===== config.mk =====
export PLATFORM = sky130hd
export DESIGN_NAME = reg_wb_ctrl_flat
export DESIGN_NICKNAME = d
export VERILOG_FILES = /design/src/rtl/reg_wb_ctrl_pkg.sv /design/src/rtl/reg_wb_ctrl_if.sv /design/src/rtl/reg_wb_ctrl_wb_fifo.sv /design/src/rtl/reg_wb_ctrl.sv /design/src/flat_wrapper.sv
export SDC_FILE = /design/constraint.sdc
export NUM_CORES = 1
export LEC_CHECK = 0
export ABC_AREA = 1
export CAP_MARGIN = 20
export CORE_UTILIZATION = 49
export DETAILED_ROUTE_END_ITERATION = 6
export PLACE_DENSITY = 0.76
export SYNTH_ARGS = -nofsm -noshare
export SYNTH_HDL_FRONTEND = slang
export SYNTH_HIERARCHICAL = 1
export SYNTH_SLANG_ARGS = --single-unit

===== constraint.sdc =====
create_clock -name clk -period 1.7 [get_ports clk]
set_input_delay 0.255 -clock clk [delete_from_list [all_inputs] [get_ports clk]]
set_output_delay 0.255 -clock clk [all_outputs]
set_load 0.005 [all_outputs]

===== src/rtl/reg_wb_ctrl_pkg.sv =====
// Shared widths, writeback source encoding and register-index decode for the
// register-file write-side controller.
package reg_wb_ctrl_pkg;

    localparam int REG_W     = 8;
    localparam int REG_IDX_W = 3;
    localparam int NUM_REGS  = 8;

    typedef enum logic [1:0] {
        WB_NONE = 2'd0,
        WB_ALU  = 2'd1,
        WB_LD   = 2'd2
    } wb_src_t;

    function automatic logic [NUM_REGS-1:0] dec_reg(input logic [REG_IDX_W-1:0] idx);
        logic [NUM_REGS-1:0] m;
        m      = '0;
        m[idx] = 1'b1;
        return m;
    endfunction

endpackage


===== src/rtl/reg_wb_ctrl_if.sv =====
// Writeback sources (ALU, load) on one side, register-file write port and
// hazard status on the other.
interface reg_wb_ctrl_if;
    import reg_wb_ctrl_pkg::*;

    logic                 alu_valid;
    logic                 alu_ready;
    logic [REG_IDX_W-1:0] alu_dest;
    logic [REG_W-1:0]     alu_data;
    logic                 ld_valid;
    logic                 ld_ready;
    logic [REG_IDX_W-1:0] ld_dest;
    logic [REG_W-1:0]     ld_data;
    logic                 write_reg;
    logic                 read_strobe;
    logic [REG_IDX_W-1:0] dest_reg;
    logic [REG_W-1:0]     dest_reg_data;
    logic [REG_W-1:0]     dest_reg_data2;
    logic [NUM_REGS-1:0]  pend_mask;
    logic                 alu_conflict;

    modport slave (
        input  alu_valid, alu_dest, alu_data, ld_valid, ld_dest, ld_data,
        output alu_ready, ld_ready, write_reg, read_strobe, dest_reg,
               dest_reg_data, dest_reg_data2, pend_mask, alu_conflict
    );

    modport master (
        output alu_valid, alu_dest, alu_data, ld_valid, ld_dest, ld_data,
        input  alu_ready, ld_ready, write_reg, read_strobe, dest_reg,
               dest_reg_data, dest_reg_data2, pend_mask, alu_conflict
    );

endinterface


===== src/rtl/reg_wb_ctrl_wb_fifo.sv =====
// In-order load-result FIFO (dest + data) with per-entry valid bits that
// feed the pending-write mask.
module wb_fifo
    import reg_wb_ctrl_pkg::*;
#(
    parameter int DEPTH = 4
) (
    input  logic                 clk,
    input  logic                 rst_n,
    input  logic                 push_i,
    input  logic [REG_IDX_W-1:0] push_dest_i,
    input  logic [REG_W-1:0]     push_data_i,
    input  logic                 pop_i,
    output logic [REG_IDX_W-1:0] head_dest_o,
    output logic [REG_W-1:0]     head_data_o,
    output logic                 full_o,
    output logic                 empty_o,
    output logic [NUM_REGS-1:0]  pend_mask_o
);

    localparam int AW = $clog2(DEPTH);

    logic [AW:0]          wr_q, wr_d, rd_q, rd_d;
    logic [DEPTH-1:0]     vld_q, vld_d;
    logic [REG_W-1:0]     data_q [DEPTH];
    logic [REG_IDX_W-1:0] dest_q [DEPTH];
    logic                 do_push, do_pop;

    assign empty_o     = (wr_q == rd_q);
    assign full_o      = (wr_q[AW] != rd_q[AW]) && (wr_q[AW-1:0] == rd_q[AW-1:0]);
    assign do_push     = push_i && !full_o;
    assign do_pop      = pop_i && !empty_o;
    assign head_dest_o = dest_q[rd_q[AW-1:0]];
    assign head_data_o = data_q[rd_q[AW-1:0]];

    always_comb begin
        wr_d  = wr_q;
        rd_d  = rd_q;
        vld_d = vld_q;
        if (do_push) begin
            vld_d[wr_q[AW-1:0]] = 1'b1;
            wr_d                = wr_q + (AW+1)'(1);
        end
        if (do_pop) begin
            vld_d[rd_q[AW-1:0]] = 1'b0;
            rd_d                = rd_q + (AW+1)'(1);
        end
    end

    always_ff @(posedge clk) begin
        if (!rst_n) begin
            wr_q  <= '0;
            rd_q  <= '0;
            vld_q <= '0;
        end else begin
            wr_q  <= wr_d;
            rd_q  <= rd_d;
            vld_q <= vld_d;
        end
    end

    // Storage needs no reset: the valid bits and pointers gate every use.
    always_ff @(posedge clk) begin
        if (do_push) begin
            data_q[wr_q[AW-1:0]] <= push_data_i;
            dest_q[wr_q[AW-1:0]] <= push_dest_i;
        end
    end

    always_comb begin
        pend_mask_o = '0;
        for (int unsigned i = 0; i < DEPTH; i++) begin
            if (vld_q[i]) pend_mask_o = pend_mask_o | dec_reg(dest_q[i]);
        end
    end

endmodule


===== src/rtl/reg_wb_ctrl.sv =====
// Arbitrates ALU and queued load results onto one registered register-file
// write per cycle, with bounded ALU priority and a pending-load hazard mask.
module reg_wb_ctrl
    import reg_wb_ctrl_pkg::*;
#(
    parameter int LD_DEPTH   = 4,
    parameter int STARVE_MAX = 3
) (
    input  logic          clk,
    input  logic          rst_n,
    reg_wb_ctrl_if.slave  bus
);

    localparam int SW = $clog2(STARVE_MAX + 1);
    localparam logic [SW-1:0] STARVE_LIM = SW'(STARVE_MAX);

    logic                 fifo_full, fifo_empty, fifo_pop;
    logic [REG_IDX_W-1:0] head_dest;
    logic [REG_W-1:0]     head_data;
    logic [NUM_REGS-1:0]  fifo_pend, pend;
    logic                 force_ld;
    wb_src_t              win;

    logic [SW-1:0]        starve_q, starve_d;
    logic                 wr_q, wr_d, rd_q, rd_d;
    logic [REG_IDX_W-1:0] dest_q, dest_d;
    logic [REG_W-1:0]     data_q, data_d, data2_q, data2_d;
    logic                 conf_q, conf_d;

    wb_fifo #(.DEPTH(LD_DEPTH)) u_fifo (
        .clk         (clk),
        .rst_n       (rst_n),
        .push_i      (bus.ld_valid),
        .push_dest_i (bus.ld_dest),
        .push_data_i (bus.ld_data),
        .pop_i       (fifo_pop),
        .head_dest_o (head_dest),
        .head_data_o (head_data),
        .full_o      (fifo_full),
        .empty_o     (fifo_empty),
        .pend_mask_o (fifo_pend)
    );

    assign force_ld = !fifo_empty && (starve_q == STARVE_LIM);
    assign pend     = fifo_pend | (rd_q ? dec_reg(dest_q) : '0);
    assign fifo_pop = (win == WB_LD);

    always_comb begin
        win = WB_NONE;
        if (bus.alu_valid && !force_ld) win = WB_ALU;
        else if (!fifo_empty)           win = WB_LD;
    end

    always_comb begin
        starve_d = starve_q;
        wr_d     = 1'b0;
        rd_d     = 1'b0;
        dest_d   = dest_q;
        data_d   = data_q;
        data2_d  = data2_q;
        conf_d   = conf_q;
        unique case (win)
            WB_ALU: begin
                wr_d   = 1'b1;
                dest_d = bus.alu_dest;
                data_d = bus.alu_data;
                conf_d = conf_q | pend[bus.alu_dest];
            end
            WB_LD: begin
                rd_d    = 1'b1;
                dest_d  = head_dest;
                data2_d = head_data;
            end
            default: ;
        endcase
        // The counter only measures ALU wins that kept a queued load waiting.
        if (fifo_empty || win == WB_LD)                  starve_d = '0;
        else if (win == WB_ALU && starve_q != STARVE_LIM) starve_d = starve_q + SW'(1);
    end

    always_ff @(posedge clk) begin
        if (!rst_n) begin
            starve_q <= '0;
            wr_q     <= 1'b0;
            rd_q     <= 1'b0;
            dest_q   <= '0;
            data_q   <= '0;
            data2_q  <= '0;
            conf_q   <= 1'b0;
        end else begin
            starve_q <= starve_d;
            wr_q     <= wr_d;
            rd_q     <= rd_d;
            dest_q   <= dest_d;
            data_q   <= data_d;
            data2_q  <= data2_d;
            conf_q   <= conf_d;
        end
    end

    assign bus.alu_ready      = !force_ld;
    assign bus.ld_ready       = !fifo_full;
    assign bus.write_reg      = wr_q;
    assign bus.read_strobe    = rd_q;
    assign bus.dest_reg       = dest_q;
    assign bus.dest_reg_data  = data_q;
    assign bus.dest_reg_data2 = data2_q;
    assign bus.pend_mask      = pend;
    assign bus.alu_conflict   = conf_q;

endmodule

===== src/flat_wrapper.sv =====
// flat-port wrapper written by rule: the top's interface ports become plain ports
module reg_wb_ctrl_flat import reg_wb_ctrl_pkg::*;
#(
    parameter int LD_DEPTH   = 4,
    parameter int STARVE_MAX = 3
)
  (clk, rst_n, bus_alu_valid, bus_alu_dest, bus_alu_data, bus_ld_valid, bus_ld_dest, bus_ld_data, bus_alu_ready, bus_ld_ready, bus_write_reg, bus_read_strobe, bus_dest_reg, bus_dest_reg_data, bus_dest_reg_data2, bus_pend_mask, bus_alu_conflict);
  reg_wb_ctrl_if bus_i ();
  input  logic clk;
  input  logic rst_n;
  input wire logic [$bits(bus_i.alu_valid)-1:0] bus_alu_valid;
  input wire logic [$bits(bus_i.alu_dest)-1:0] bus_alu_dest;
  input wire logic [$bits(bus_i.alu_data)-1:0] bus_alu_data;
  input wire logic [$bits(bus_i.ld_valid)-1:0] bus_ld_valid;
  input wire logic [$bits(bus_i.ld_dest)-1:0] bus_ld_dest;
  input wire logic [$bits(bus_i.ld_data)-1:0] bus_ld_data;
  output wire logic [$bits(bus_i.alu_ready)-1:0] bus_alu_ready;
  output wire logic [$bits(bus_i.ld_ready)-1:0] bus_ld_ready;
  output wire logic [$bits(bus_i.write_reg)-1:0] bus_write_reg;
  output wire logic [$bits(bus_i.read_strobe)-1:0] bus_read_strobe;
  output wire logic [$bits(bus_i.dest_reg)-1:0] bus_dest_reg;
  output wire logic [$bits(bus_i.dest_reg_data)-1:0] bus_dest_reg_data;
  output wire logic [$bits(bus_i.dest_reg_data2)-1:0] bus_dest_reg_data2;
  output wire logic [$bits(bus_i.pend_mask)-1:0] bus_pend_mask;
  output wire logic [$bits(bus_i.alu_conflict)-1:0] bus_alu_conflict;
  assign bus_i.alu_valid = bus_alu_valid;
  assign bus_i.alu_dest = bus_alu_dest;
  assign bus_i.alu_data = bus_alu_data;
  assign bus_i.ld_valid = bus_ld_valid;
  assign bus_i.ld_dest = bus_ld_dest;
  assign bus_i.ld_data = bus_ld_data;
  assign bus_alu_ready = bus_i.alu_ready;
  assign bus_ld_ready = bus_i.ld_ready;
  assign bus_write_reg = bus_i.write_reg;
  assign bus_read_strobe = bus_i.read_strobe;
  assign bus_dest_reg = bus_i.dest_reg;
  assign bus_dest_reg_data = bus_i.dest_reg_data;
  assign bus_dest_reg_data2 = bus_i.dest_reg_data2;
  assign bus_pend_mask = bus_i.pend_mask;
  assign bus_alu_conflict = bus_i.alu_conflict;
  reg_wb_ctrl #(.LD_DEPTH(LD_DEPTH), .STARVE_MAX(STARVE_MAX)) u_core (.clk(clk), .rst_n(rst_n), .bus(bus_i));
endmodule

==> results.md <==
Timing:
- The part of the cycle the worst path needs is 109%.
- Once routing completed, OpenROAD measured the worst setup slack at -0.148 ns.
- The worst hold slack is 0.491 ns.
- For the final database, setup skew stands at 0.00919 ns.
- Setup repair after global routing could not meet its margin everywhere.
- The number of hold-slack violations in the final timing report is 0.
- The relative slew slack is 78.1%.
- The final total negative setup slack is -0.905 ns.
- At the pin with the least slew margin, the transition time is 0.328 ns.
- The maximum clock rate is 0.541 GHz.
- The final count of pins violating max slew was 0.
- Setup violations remaining at the end of the flow were counted as 9.
- The routed design could run at a clock period as short as ~1.8 ns.

Floorplanning:
- From bottom edge to top edge, the die measures 91.0 microns.
- The die extent in x is 91.0 microns.
- The area of the core region is 7690 sq um.
- In this run the count of I/O pins placed on the die edge is 58.
- The placement row count is 32.
- The starting density of the core is 50.5%.
- The area of the die is 8280 sq um.

Yosys:
- The multiplexer area fraction after synthesis is 0%.
- The mean post-synth cell area is about 8.7 sq um.
- The post-synthesis instance area is between 3000 and 4000 sq um.
- Synthesis produced a netlist with a net count of 482.
- The area fraction in compound gates after synthesis is 9.65%.
- The area fraction in and, or, nand and nor cells after synthesis is roughly a quarter.
- The main combinational cell family by area after synthesis is simple AND/OR/NAND/NOR gates.
- The Yosys step of the flow raised 6 warnings.
- In this run, synthesis inferred between 40 and 50 flip-flops with an integrated enable.
- Synthesis handed over a netlist of roughly 450 instances.
- Counting flops with an async set or reset pin after synthesis yields a share of 0%.
- Synthesis instantiated 30 different standard cells from the library.
- The xor/xnor share of the synthesized area is less than 1%.
- The synthesis-stage register bit count is 80.
- The synthesized netlist devotes 2.90% of its cell area to adder and majority cells.
- After synthesis, flip-flops and latches occupy 52.6% of the total area.
- The most frequently used flop master after synthesis is sky130_fd_sc_hd__edfxtp_1.

Clock network:
- The clock tree buffer depth is 2.
- The hold buffer count at cts is 0.
- Clock tree synthesis found a total of 80 sinks.
- The CTS tree is built.
- The CTS clock-pin slew for the worst setup and hold paths is 0.08 ns.
- The clock root buffer is sky130_fd_sc_hd__clkbuf_8.
- The worst-skew pair later-pin latency is 0.35 ns.
- Counting the buffers created by CTS gives 9.
- The H-tree depth reported by CTS is 3.

Critical path:
- The endpoint of the worst register-to-register path is u_core/bus.alu_conflict.
- Data on the critical path arrives at its endpoint at 1.59 ns.
- The setup check on the worst reg-to-reg path leaves a slack of -0.04 ns.
- The reg-to-reg critical path startpoint is u_core/u_fifo/dest_q[3][1].
- In this run the worst setup path begins at u_core/u_fifo/dest_q[3][1].
- The endpoint class of the critical path is an output pin.
- Counting cells, the worst reg-to-reg path comes to 15.
- The startpoint kind of the worst setup timing path is a flop.
- The worst setup path is of the reg -> out kind.
- The data required time of the worst path is approximately 1.4 ns.
- The highest fanout seen on the critical path is 4.
- The termination of the worst setup path is bus_pend_mask[7].

Layout:
- From synthesis to final layout, the design area changed by 40.0%.
- In the final design database the tool counted 601 nets.
- The library cell used most frequently in the layout, excluding fill and tap cells, is sky130_fd_sc_hd__nor2_1.
- The number of antenna diodes is 0.
- The register with the most flip-flops in the layout has 32 of them.
- The top cell types in the final layout, fill and taps aside, are sky130_fd_sc_hd__nor2_1 (70), sky130_fd_sc_hd__nand2_1 (58), sky130_fd_sc_hd__inv_1 (48), sky130_fd_sc_hd__clkdlybuf4s50_1 (47), sky130_fd_sc_hd__buf_4 (47).
- The post-route netlist has 29.1% of its cells at a drive strength greater than 1.
- Counting flops per register, the top entry is u_core/u_fifo/data_q.
- The largest registers in the layout are u_core/u_fifo/data_q: 32 flops, u_core/u_fifo/dest_q: 12 flops.
- Once layout is done, the placed cells without fillers occupy 5430 sq um.

Power:
- For this design the static power due to leakage is 0.00237 uW.
- VDD sags by at most approximately 0.45 mV.
- The total power divided by cell area is 925 nW/um^2.

Drt:
- The number of DRC violations after detailed routing is 0.
- Dividing the detail-routed wire length by the instance count gives 15.2 microns.
- Wires add up to 10200 microns.
- Dividing the detail-routed via count by the number of cells gives 5.33.
- The first detailed-routing pass ran for 5 iterations.
- The number of antenna-violating nets in the routed design is 0.
- The count of vias placed by the detailed router is around 3.6k.
- The initial detailed-routing violation count is 254.

Hold path:
- The min-delay analysis places its worst path in the category reg -> reg.

GRT:
- The number of antenna violations at the first check in global routing came to 0.
- Entering global routing, the biggest net connects 20 pins.
- The number of global-route vias before repair is 3540.
- Global routing consumed, over all layers together, 25.0% of the routing resources.
- Global routing finished with a remaining overflow of 0.
- The wire length of the first global-routing pass is 16300 microns.

Job:
- The max-cap violation count is 0.

Run status:
- The final reports fail on negative setup slack.
- The run finished, with violations left.

Placed design:
- The post-placement cell area is approximately 4800 sq um.
- The routability congestion estimate from global placement is 1.09.
- The half-perimeter wire length after detailed placement is 6320 microns.
- The port buffer count is 57.
worst max-delay path, cell delays in order (launching register included):
cell                       delay, ns
sky130_fd_sc_hd__edfxtp_1       0.48
sky130_fd_sc_hd__buf_6          0.17
sky130_fd_sc_hd__nand2_4        0.07
sky130_fd_sc_hd__o22ai_2        0.06
sky130_fd_sc_hd__nor2_2         0.11
sky130_fd_sc_hd__o21ai_1        0.07
sky130_fd_sc_hd__inv_1          0.08
sky130_fd_sc_hd__nand2_1        0.07
sky130_fd_sc_hd__buf_2          0.12
cell type report:
cell class,count,area [sq um]
clock buffer,10,138
inverter,67,275
clock inverter,6,90.1
tap,102,128
sequential,80,2060
multi-input combinational,288,1660
fill,561,2260
timing repair buffer,120,1080
power breakdown:
group | switching (uW) | internal, uW | total (uW) | leakage [uW]
logic | 650 | 546 | 1200 | 0.00155
registers | 93.6 | 2190 | 2280 | 0.000705
clock network | 675 | 872 | 1550 | 0.000115
routing by layer:
layer,track usage [%],wire (microns),vias up
li1,-,-,1710
met1,28.7,4080,1670
met2,43.9,5170,164
met3,4.61,602,45
met4,13.4,370,0
met5,0,0,-
kinds of logic (layout without fill, tap and decap cells):
logic type / after synthesis / after routing
compound gates: 68 / 68
xor+xnor: 2 / 2
flops: 80 / 80
fa+ha+maj: 9 / 9
buf+inv: 79 / 203
simple gates: 209 / 209
worst min-delay path by stage:
| stage | start | endpoint | slack (ns) | cells after the start |
|---|---|---|---|---|
| 3_3_place_gp | u_core/bus.dest_reg_data2[4] | u_core/bus.dest_reg_data2[4] | 0.47 | 2 |
| 2_1_floorplan | bus_ld_data[0] | u_core/u_fifo/data_q[0][0] | 0.35 | 0 |
| 3_5_place_dp | u_core/bus.dest_reg_data2[6] | u_core/bus.dest_reg_data2[6] | 0.48 | 2 |
| 5_1_grt | u_core/bus.dest_reg_data[6] | u_core/bus.dest_reg_data[6] | 0.51 | 2 |
| 6_report | u_core/bus.dest_reg_data[1] | u_core/bus.dest_reg_data[1] | 0.49 | 2 |
| 4_1_cts | u_core/bus.dest_reg_data[5] | u_core/bus.dest_reg_data[5] | 0.49 | 2 |
what timing repair did:
action / in CTS / in global routing
setup endpoints to repair: 24 / 24
resized for setup: 73 / 36
setup buffers: 33 / 4
pin swaps: 32 / 20
through the flow:
stage	power (uW)	worst slack (ns)	utilization, %	instances
final	5020	-0.148	70.7	673
after CTS	4970	-0.113	69.1	671
after floorplan	2910	0.00893	-	447
after global routing	5270	-0.207	70.7	673
after global placement	3330	-0.0543	62.0	625
after detailed placement	3360	-0.0904	62.0	625
synth_stat cells, types with 2 or more instances:
| master | count | area share, % |
|---|---|---|
| sky130_fd_sc_hd__nand2_1 | 62 | 6.0 |
| sky130_fd_sc_hd__inv_2 | 5 | 0.48 |
| sky130_fd_sc_hd__dfxtp_1 | 36 | 19 |
| sky130_fd_sc_hd__o221ai_1 | 2 | 0.45 |
| sky130_fd_sc_hd__nand2_2 | 5 | 0.81 |
| sky130_fd_sc_hd__nand4_1 | 11 | 1.8 |
| sky130_fd_sc_hd__inv_1 | 61 | 5.9 |
| sky130_fd_sc_hd__buf_2 | 4 | 0.52 |
| sky130_fd_sc_hd__a21oi_1 | 11 | 1.4 |
| sky130_fd_sc_hd__nor2_1 | 79 | 7.6 |
| sky130_fd_sc_hd__ha_1 | 9 | 2.9 |
| sky130_fd_sc_hd__clkbuf_1 | 3 | 0.29 |
| sky130_fd_sc_hd__edfxtp_1 | 44 | 34 |
| sky130_fd_sc_hd__nand3b_1 | 2 | 0.39 |
| sky130_fd_sc_hd__nor3_1 | 2 | 0.26 |
| sky130_fd_sc_hd__nand3_1 | 30 | 3.9 |
| sky130_fd_sc_hd__nand2_4 | 6 | 1.7 |
| sky130_fd_sc_hd__o22ai_1 | 9 | 1.5 |
| sky130_fd_sc_hd__nand3_4 | 2 | 0.90 |
| sky130_fd_sc_hd__nor2_2 | 5 | 0.81 |
| sky130_fd_sc_hd__nand3_2 | 4 | 1.0 |
| sky130_fd_sc_hd__o2111ai_1 | 3 | 0.68 |
| sky130_fd_sc_hd__xor2_1 | 2 | 0.45 |
| sky130_fd_sc_hd__o21ai_0 | 42 | 5.4 |
| sky130_fd_sc_hd__buf_6 | 2 | 0.58 |
| sky130_fd_sc_hd__clkbuf_2 | 2 | 0.26 |
(Power assumes the default switching activity.)
